## src/rtl/video_timing_gen.sv

```systemverilog
// Raster timing generator running on the pixel clock with clock-enable.
// Optional runtime mode switching at frame boundaries: VTG_PROG_EN.
module video_timing_gen #(
   parameter int HACTIVE = 800,
   parameter int HSYNC   = 80,
   parameter int HFP     = 32,
   parameter int HBP     = 112,
   parameter int VACTIVE = 600,
   parameter int VSYNC   = 4,
   parameter int VFP     = 3,
   parameter int VBP     = 17,
   parameter int XW      = 12,
   parameter int YW      = 11,
   parameter bit HS_POL  = 1'b1,
   parameter bit VS_POL  = 1'b1
) (
   input  logic          clk,
   input  logic          rst,
   input  logic          en,
`ifdef VTG_PROG_EN
   input  logic [XW-1:0] cfg_hactive,
   input  logic [XW-1:0] cfg_hsync,
   input  logic [XW-1:0] cfg_hfp,
   input  logic [XW-1:0] cfg_hbp,
   input  logic [YW-1:0] cfg_vactive,
   input  logic [YW-1:0] cfg_vsync,
   input  logic [YW-1:0] cfg_vfp,
   input  logic [YW-1:0] cfg_vbp,
   input  logic          cfg_valid,
   output logic          cfg_ready,
`endif
   output logic          hsync,
   output logic          vsync,
   output logic          de,
   output logic [XW-1:0] x,
   output logic [YW-1:0] y,
   output logic          line_start,
   output logic          frame_start
);

   localparam logic [XW-1:0] P_HA = XW'(HACTIVE);
   localparam logic [XW-1:0] P_HS = XW'(HSYNC);
   localparam logic [XW-1:0] P_HF = XW'(HFP);
   localparam logic [XW-1:0] P_HB = XW'(HBP);
   localparam logic [YW-1:0] P_VA = YW'(VACTIVE);
   localparam logic [YW-1:0] P_VS = YW'(VSYNC);
   localparam logic [YW-1:0] P_VF = YW'(VFP);
   localparam logic [YW-1:0] P_VB = YW'(VBP);

   logic [XW-1:0] ha, hs, hf, hb;
   logic [YW-1:0] va, vs, vf, vb;
   logic [XW:0]   h_as, h_ae, h_tot;
   logic [YW:0]   v_as, v_ae, v_tot;
   logic [XW-1:0] h_cnt_q, h_cnt_d;
   logic [YW-1:0] v_cnt_q, v_cnt_d;
   logic          h_last, v_last, h_act, v_act;
   logic          hsync_q, hsync_d, vsync_q, vsync_d;
   logic          de_q, de_d, ls_q, ls_d, fs_q, fs_d;
   logic [XW-1:0] x_q, x_d;
   logic [YW-1:0] y_q, y_d;

`ifdef VTG_PROG_EN
   logic [XW-1:0] ha_q, hs_q, hf_q, hb_q;
   logic [XW-1:0] sha_q, shs_q, shf_q, shb_q;
   logic [YW-1:0] va_q, vs_q, vf_q, vb_q;
   logic [YW-1:0] sva_q, svs_q, svf_q, svb_q;
   logic          rdy_q, take, swap;

   assign take = cfg_valid & rdy_q;
   // Shadow full implies no handshake can land on the swap edge
   assign swap = en & h_last & v_last & ~rdy_q;

   always_ff @(posedge clk or negedge rst) begin
      if (!rst) begin
         ha_q  <= P_HA; hs_q  <= P_HS; hf_q  <= P_HF; hb_q  <= P_HB;
         va_q  <= P_VA; vs_q  <= P_VS; vf_q  <= P_VF; vb_q  <= P_VB;
         sha_q <= '0;   shs_q <= '0;   shf_q <= '0;   shb_q <= '0;
         sva_q <= '0;   svs_q <= '0;   svf_q <= '0;   svb_q <= '0;
         rdy_q <= 1'b1;
      end else begin
         if (swap) begin
            ha_q  <= sha_q; hs_q <= shs_q; hf_q <= shf_q; hb_q <= shb_q;
            va_q  <= sva_q; vs_q <= svs_q; vf_q <= svf_q; vb_q <= svb_q;
            rdy_q <= 1'b1;
         end
         if (take) begin
            sha_q <= cfg_hactive; shs_q <= cfg_hsync;
            shf_q <= cfg_hfp;     shb_q <= cfg_hbp;
            sva_q <= cfg_vactive; svs_q <= cfg_vsync;
            svf_q <= cfg_vfp;     svb_q <= cfg_vbp;
            rdy_q <= 1'b0;
         end
      end
   end

   assign ha = ha_q; assign hs = hs_q; assign hf = hf_q; assign hb = hb_q;
   assign va = va_q; assign vs = vs_q; assign vf = vf_q; assign vb = vb_q;
   assign cfg_ready = rdy_q;
`else
   assign ha = P_HA; assign hs = P_HS; assign hf = P_HF; assign hb = P_HB;
   assign va = P_VA; assign vs = P_VS; assign vf = P_VF; assign vb = P_VB;
`endif

   assign h_as  = {1'b0, hs} + {1'b0, hb};
   assign h_ae  = h_as + {1'b0, ha};
   assign h_tot = h_ae + {1'b0, hf};
   assign v_as  = {1'b0, vs} + {1'b0, vb};
   assign v_ae  = v_as + {1'b0, va};
   assign v_tot = v_ae + {1'b0, vf};

   assign h_last = ({1'b0, h_cnt_q} == h_tot - (XW+1)'(1));
   assign v_last = ({1'b0, v_cnt_q} == v_tot - (YW+1)'(1));

   always_comb begin
      h_cnt_d = h_last ? '0 : h_cnt_q + XW'(1);
      v_cnt_d = v_cnt_q;
      if (h_last) v_cnt_d = v_last ? '0 : v_cnt_q + YW'(1);
      h_act   = ({1'b0, h_cnt_q} >= h_as) && ({1'b0, h_cnt_q} < h_ae);
      v_act   = ({1'b0, v_cnt_q} >= v_as) && ({1'b0, v_cnt_q} < v_ae);
      hsync_d = (h_cnt_q < hs) ? HS_POL : ~HS_POL;
      vsync_d = (v_cnt_q < vs) ? VS_POL : ~VS_POL;
      de_d    = h_act & v_act;
      x_d     = de_d ? h_cnt_q - h_as[XW-1:0] : '0;
      y_d     = de_d ? v_cnt_q - v_as[YW-1:0] : '0;
      ls_d    = (h_cnt_q == '0);
      fs_d    = ls_d && (v_cnt_q == '0);
   end

   // Outputs carry the decode of the counter value current at the edge
   always_ff @(posedge clk or negedge rst) begin
      if (!rst) begin
         h_cnt_q <= '0;
         v_cnt_q <= '0;
         hsync_q <= ~HS_POL;
         vsync_q <= ~VS_POL;
         de_q    <= 1'b0;
         x_q     <= '0;
         y_q     <= '0;
         ls_q    <= 1'b0;
         fs_q    <= 1'b0;
      end else if (en) begin
         h_cnt_q <= h_cnt_d;
         v_cnt_q <= v_cnt_d;
         hsync_q <= hsync_d;
         vsync_q <= vsync_d;
         de_q    <= de_d;
         x_q     <= x_d;
         y_q     <= y_d;
         ls_q    <= ls_d;
         fs_q    <= fs_d;
      end
   end

   assign hsync       = hsync_q;
   assign vsync       = vsync_q;
   assign de          = de_q;
   assign x           = x_q;
   assign y           = y_q;
   assign line_start  = ls_q;
   assign frame_start = fs_q;

endmodule

```

## config.mk

```make
export PLATFORM = sky130hd
export DESIGN_NAME = video_timing_gen
export DESIGN_NICKNAME = d
export VERILOG_FILES = /design/src/rtl/video_timing_gen.sv
export SDC_FILE = /design/constraint.sdc
export NUM_CORES = 1
export LEC_CHECK = 0
export CORE_UTILIZATION = 60
export CTS_CLUSTER_DIAMETER = 120
export DETAILED_ROUTE_END_ITERATION = 16
export GPL_TIMING_DRIVEN = 0
export PLACE_DENSITY_LB_ADDON = 0.15
export SLEW_MARGIN = 20
export SYNTH_ARGS = -nofsm -noshare
export SYNTH_HDL_FRONTEND = slang
export SYNTH_SLANG_ARGS = --single-unit
export TNS_END_PERCENT = 50
```

## constraint.sdc

```tcl
create_clock -name clk -period 5.2 [get_ports clk]
set_input_delay 1.56 -clock clk [delete_from_list [all_inputs] [get_ports clk]]
set_output_delay 1.56 -clock clk [all_outputs]
set_load 0.01 [all_outputs]
```

==> out/results.ini <==
[placed_design]
gp_congestion=0.888
place.detailed.hpwl_mm=3.96
port_buffers=29
dpl_worst_slack_ns=1.81

[clock_network]
cts_tree=done
cts.path.max_buffers=2
clkTransAtPathRegs_ns=0.09
cts-buffers-inserted=5
clockRootBuffer=clkbuf_8
cts-resized-gates=0
cts_hold_buf=0
cts_max_level=2
post-cts-setup-buffer-count=0
clock_latency_ns=0.31
clock-sinks=51

[final_layout]
drive_above_1_share_pct=7.07
register_area_sq_um=1280
antenna_cells=0
final_nets=322
fill_cells=298
syn2layout_area_growth_pct=17.2
multiInputGateArea_sq_um=1110

[sta]
skew_ns=0.00512
fin_crit_sh_pct=59.1
tightest_slew_ns=0.920
rsz0062_at_grt=no
fin_crit_ns=3.07
timing.fmax_mhz=325
setup_viol=0
slew_violations=0
holdWs_ns=0.529
max_slew_margin_pct=38.1
tns_ns=0
worst_slack_ns=2.13
final_hold_viol_count=0

[global_route]
grt_pass1_vias=1860
grtUsageTotal_pct=26.7
grt_max_degree=31
grt_pass1_wl_mm=9.00
gr-total-overflow=0
antenna_found_initial=0

[route]
vias_per_cell=5.62
drcViolationCount=0
routed_wl_mm=5.33
drt_iter0_markers=126
num_vias=2030
wire_per_inst_um=14.8
drt-pass1-iter-count=5
postRouteAntennaNets=0

[logic_synthesis]
syn_avg_cell_area_sq_um=9.62
synth.net_count=285
synth-main-ff-cell=dfrtp_1
synth_area_leaders=dfrtp_1 (49%), xnor2_1 (6.3%), inv_1 (5.9%), o22ai_1 (5.7%), ha_1 (4.3%)
ys_seq_area_share_pct=48.6
ys_ff_latch=51
synth_cell_types=39
synth_edf_count=0
synth_area_sq_um=2630
syn_inst=273
yosysTopAreaCell=dfrtp_1
ys_async_sr_fraction_pct=100
ys_warn_count=0
synth_top_area_share_pct=48.6

[floorplan]
die_height_um=68.1
io_pins=31
start_util_pct=64.2
dieArea_sq_um=4640
row_count=23
die_width_um=68.1
core_area_sq_um=4090

[critical_path]
crit_arrival_ns=3.27
worstSetupPathType=input port to flip-flop
critPathSlowestCell=nor3_1
crit_chain=clkbuf_1 -> and3_1 -> nand4_1 -> nor3_1 -> and3_1 -> mux2_2
cp_max_fo=8
worst-path-buf-inv=1
crit_path_frequent_cell=and3_1
cpPeakStageDelay_ns=0.39
cp-startpoint=en
setup.worst_path.start_class=input port
required_ns=5.40
r2r-start=v_cnt_q[7]
critPathCaptureType=flip-flop
critical_path.top_delay_family=simple AND/OR/NAND/NOR gates

[power_and_ir_drop]
p_leak_nw=1.35
vdd_drop_max_v=0.000274
power_density_nw_per_um2=287
finalPower_mw=0.884

[outcome]
status=finished clean

[job]
drv_cap=0

[worst_hold_path]
min-delay-start=x[7]
hold_class=flip-flop to flip-flop

cells in the final DEF, fill, tap and decap left out, drive strengths merged, types with 3 or more instances in the layout:
cell type,Yosys,final
nor3,8,8
and3,10,10
nand2,15,15
ha,9,9
xor2,4,4
mux2,3,3
nand3,9,9
nand4,6,6
buf,4,6
nor2,11,11
dfrtp,51,51
xnor2,19,19
o22ai,25,25
clkdlybuf4s50,0,28
clkbuf,13,18
o21ai,13,13
clkinv,0,3
o21a,3,3
nor4,7,7
inv,41,41
or3,4,4
cells in the mapped netlist, types with 2 or more instances:
library cell  number
xnor2_1           19
ha_1               9
mux2_2             3
dfrtp_1           51
buf_6              3
or3_1              4
and2_1             2
nand4_1            5
clkbuf_1          12
nor4_1             7
xor2_1             4
nor2_1            11
and3_1            10
inv_1             41
nor3_1             8
nand4b_1           2
a21oi_1            2
o21a_1             3
nand3_1            9
o22ai_1           24
o21ai_0           12
nand2_1           15
metal layers:
layer	global-route usage, %	part of all wire [%]	vias up
li1	-	-	1009
met1	38.0	47	960
met4	6.77	0.92	0
met5	0	0	-
met3	6.50	5.4	4
met2	40.8	46	57
worst register-to-register path, cell delays in order (launching register included):
cell and delay [ns]:
dfrtp_1 0.37, clkbuf_2 0.16, or4_4 0.50, or3_1 0.34, o32a_2 0.40, nand4_4 0.16, buf_6 0.17, o22ai_1 0.10
final timing paths:
path / to / slack [ns] / cells after the start
max in group asynchronous: v_cnt_q[1] / 3.45 / 2
min in group asynchronous: h_cnt_q[6] / 1.22 / 1
worst max-delay path: v_cnt_q[10] / 2.13 / 6
worst max register to register: x[10] / 2.87 / 7
worst min register to register: x[7] / 0.53 / 2
worst min-delay path: x[7] / 0.53 / 2
cell type report:
type                            count  share of cell area (%)
Timing Repair Buffer               30                    9.92
Clock inverter                      3                   0.488
Clock buffer                        5                    2.24
Inverter                           41                    5.00
Tap cell                           50                    2.03
Buffer                             17                    2.85
Multi-Input combinational cell    164                    36.0
Sequential cell                    51                    41.5
registers in the layout (all words and copies together) (netlist names):
register     flops
v_cnt_q         11
frame_start      1
y               11
vsync            1
de               1
hsync            1
line_start       1
h_cnt_q         12
x               12
where the power goes:
part	switching, mW	internal, mW
combinational	0.114	0.0765
sequential	0.0416	0.429
clock	0.130	0.0924
kinds of logic after synthesis:
| group | share of synthesized area [%] |
|---|---|
| DFF | 48.6 |
| buffers and inverters | 9.20 |
| adders and majority gates | 4.29 |
| and+or+nand+nor | 16.3 |
| muxes | 1.67 |
| xor gates and xnor gates | 7.67 |
| AOI/OAI and AO/OA | 12.2 |
stage by stage:
step / cells / instance area (sq um) / utilization, %
detailed placement: 353 / 2990 / 73.2
finish: 361 / 3080 / 75.3
global placement: 352 / 2980 / 72.9
CTS: 361 / 3080 / 75.3
floorplan: 273 / 2630 / -
global route: 361 / 3080 / 75.3
No activity file was read; power rests on OpenSTA's default activity.
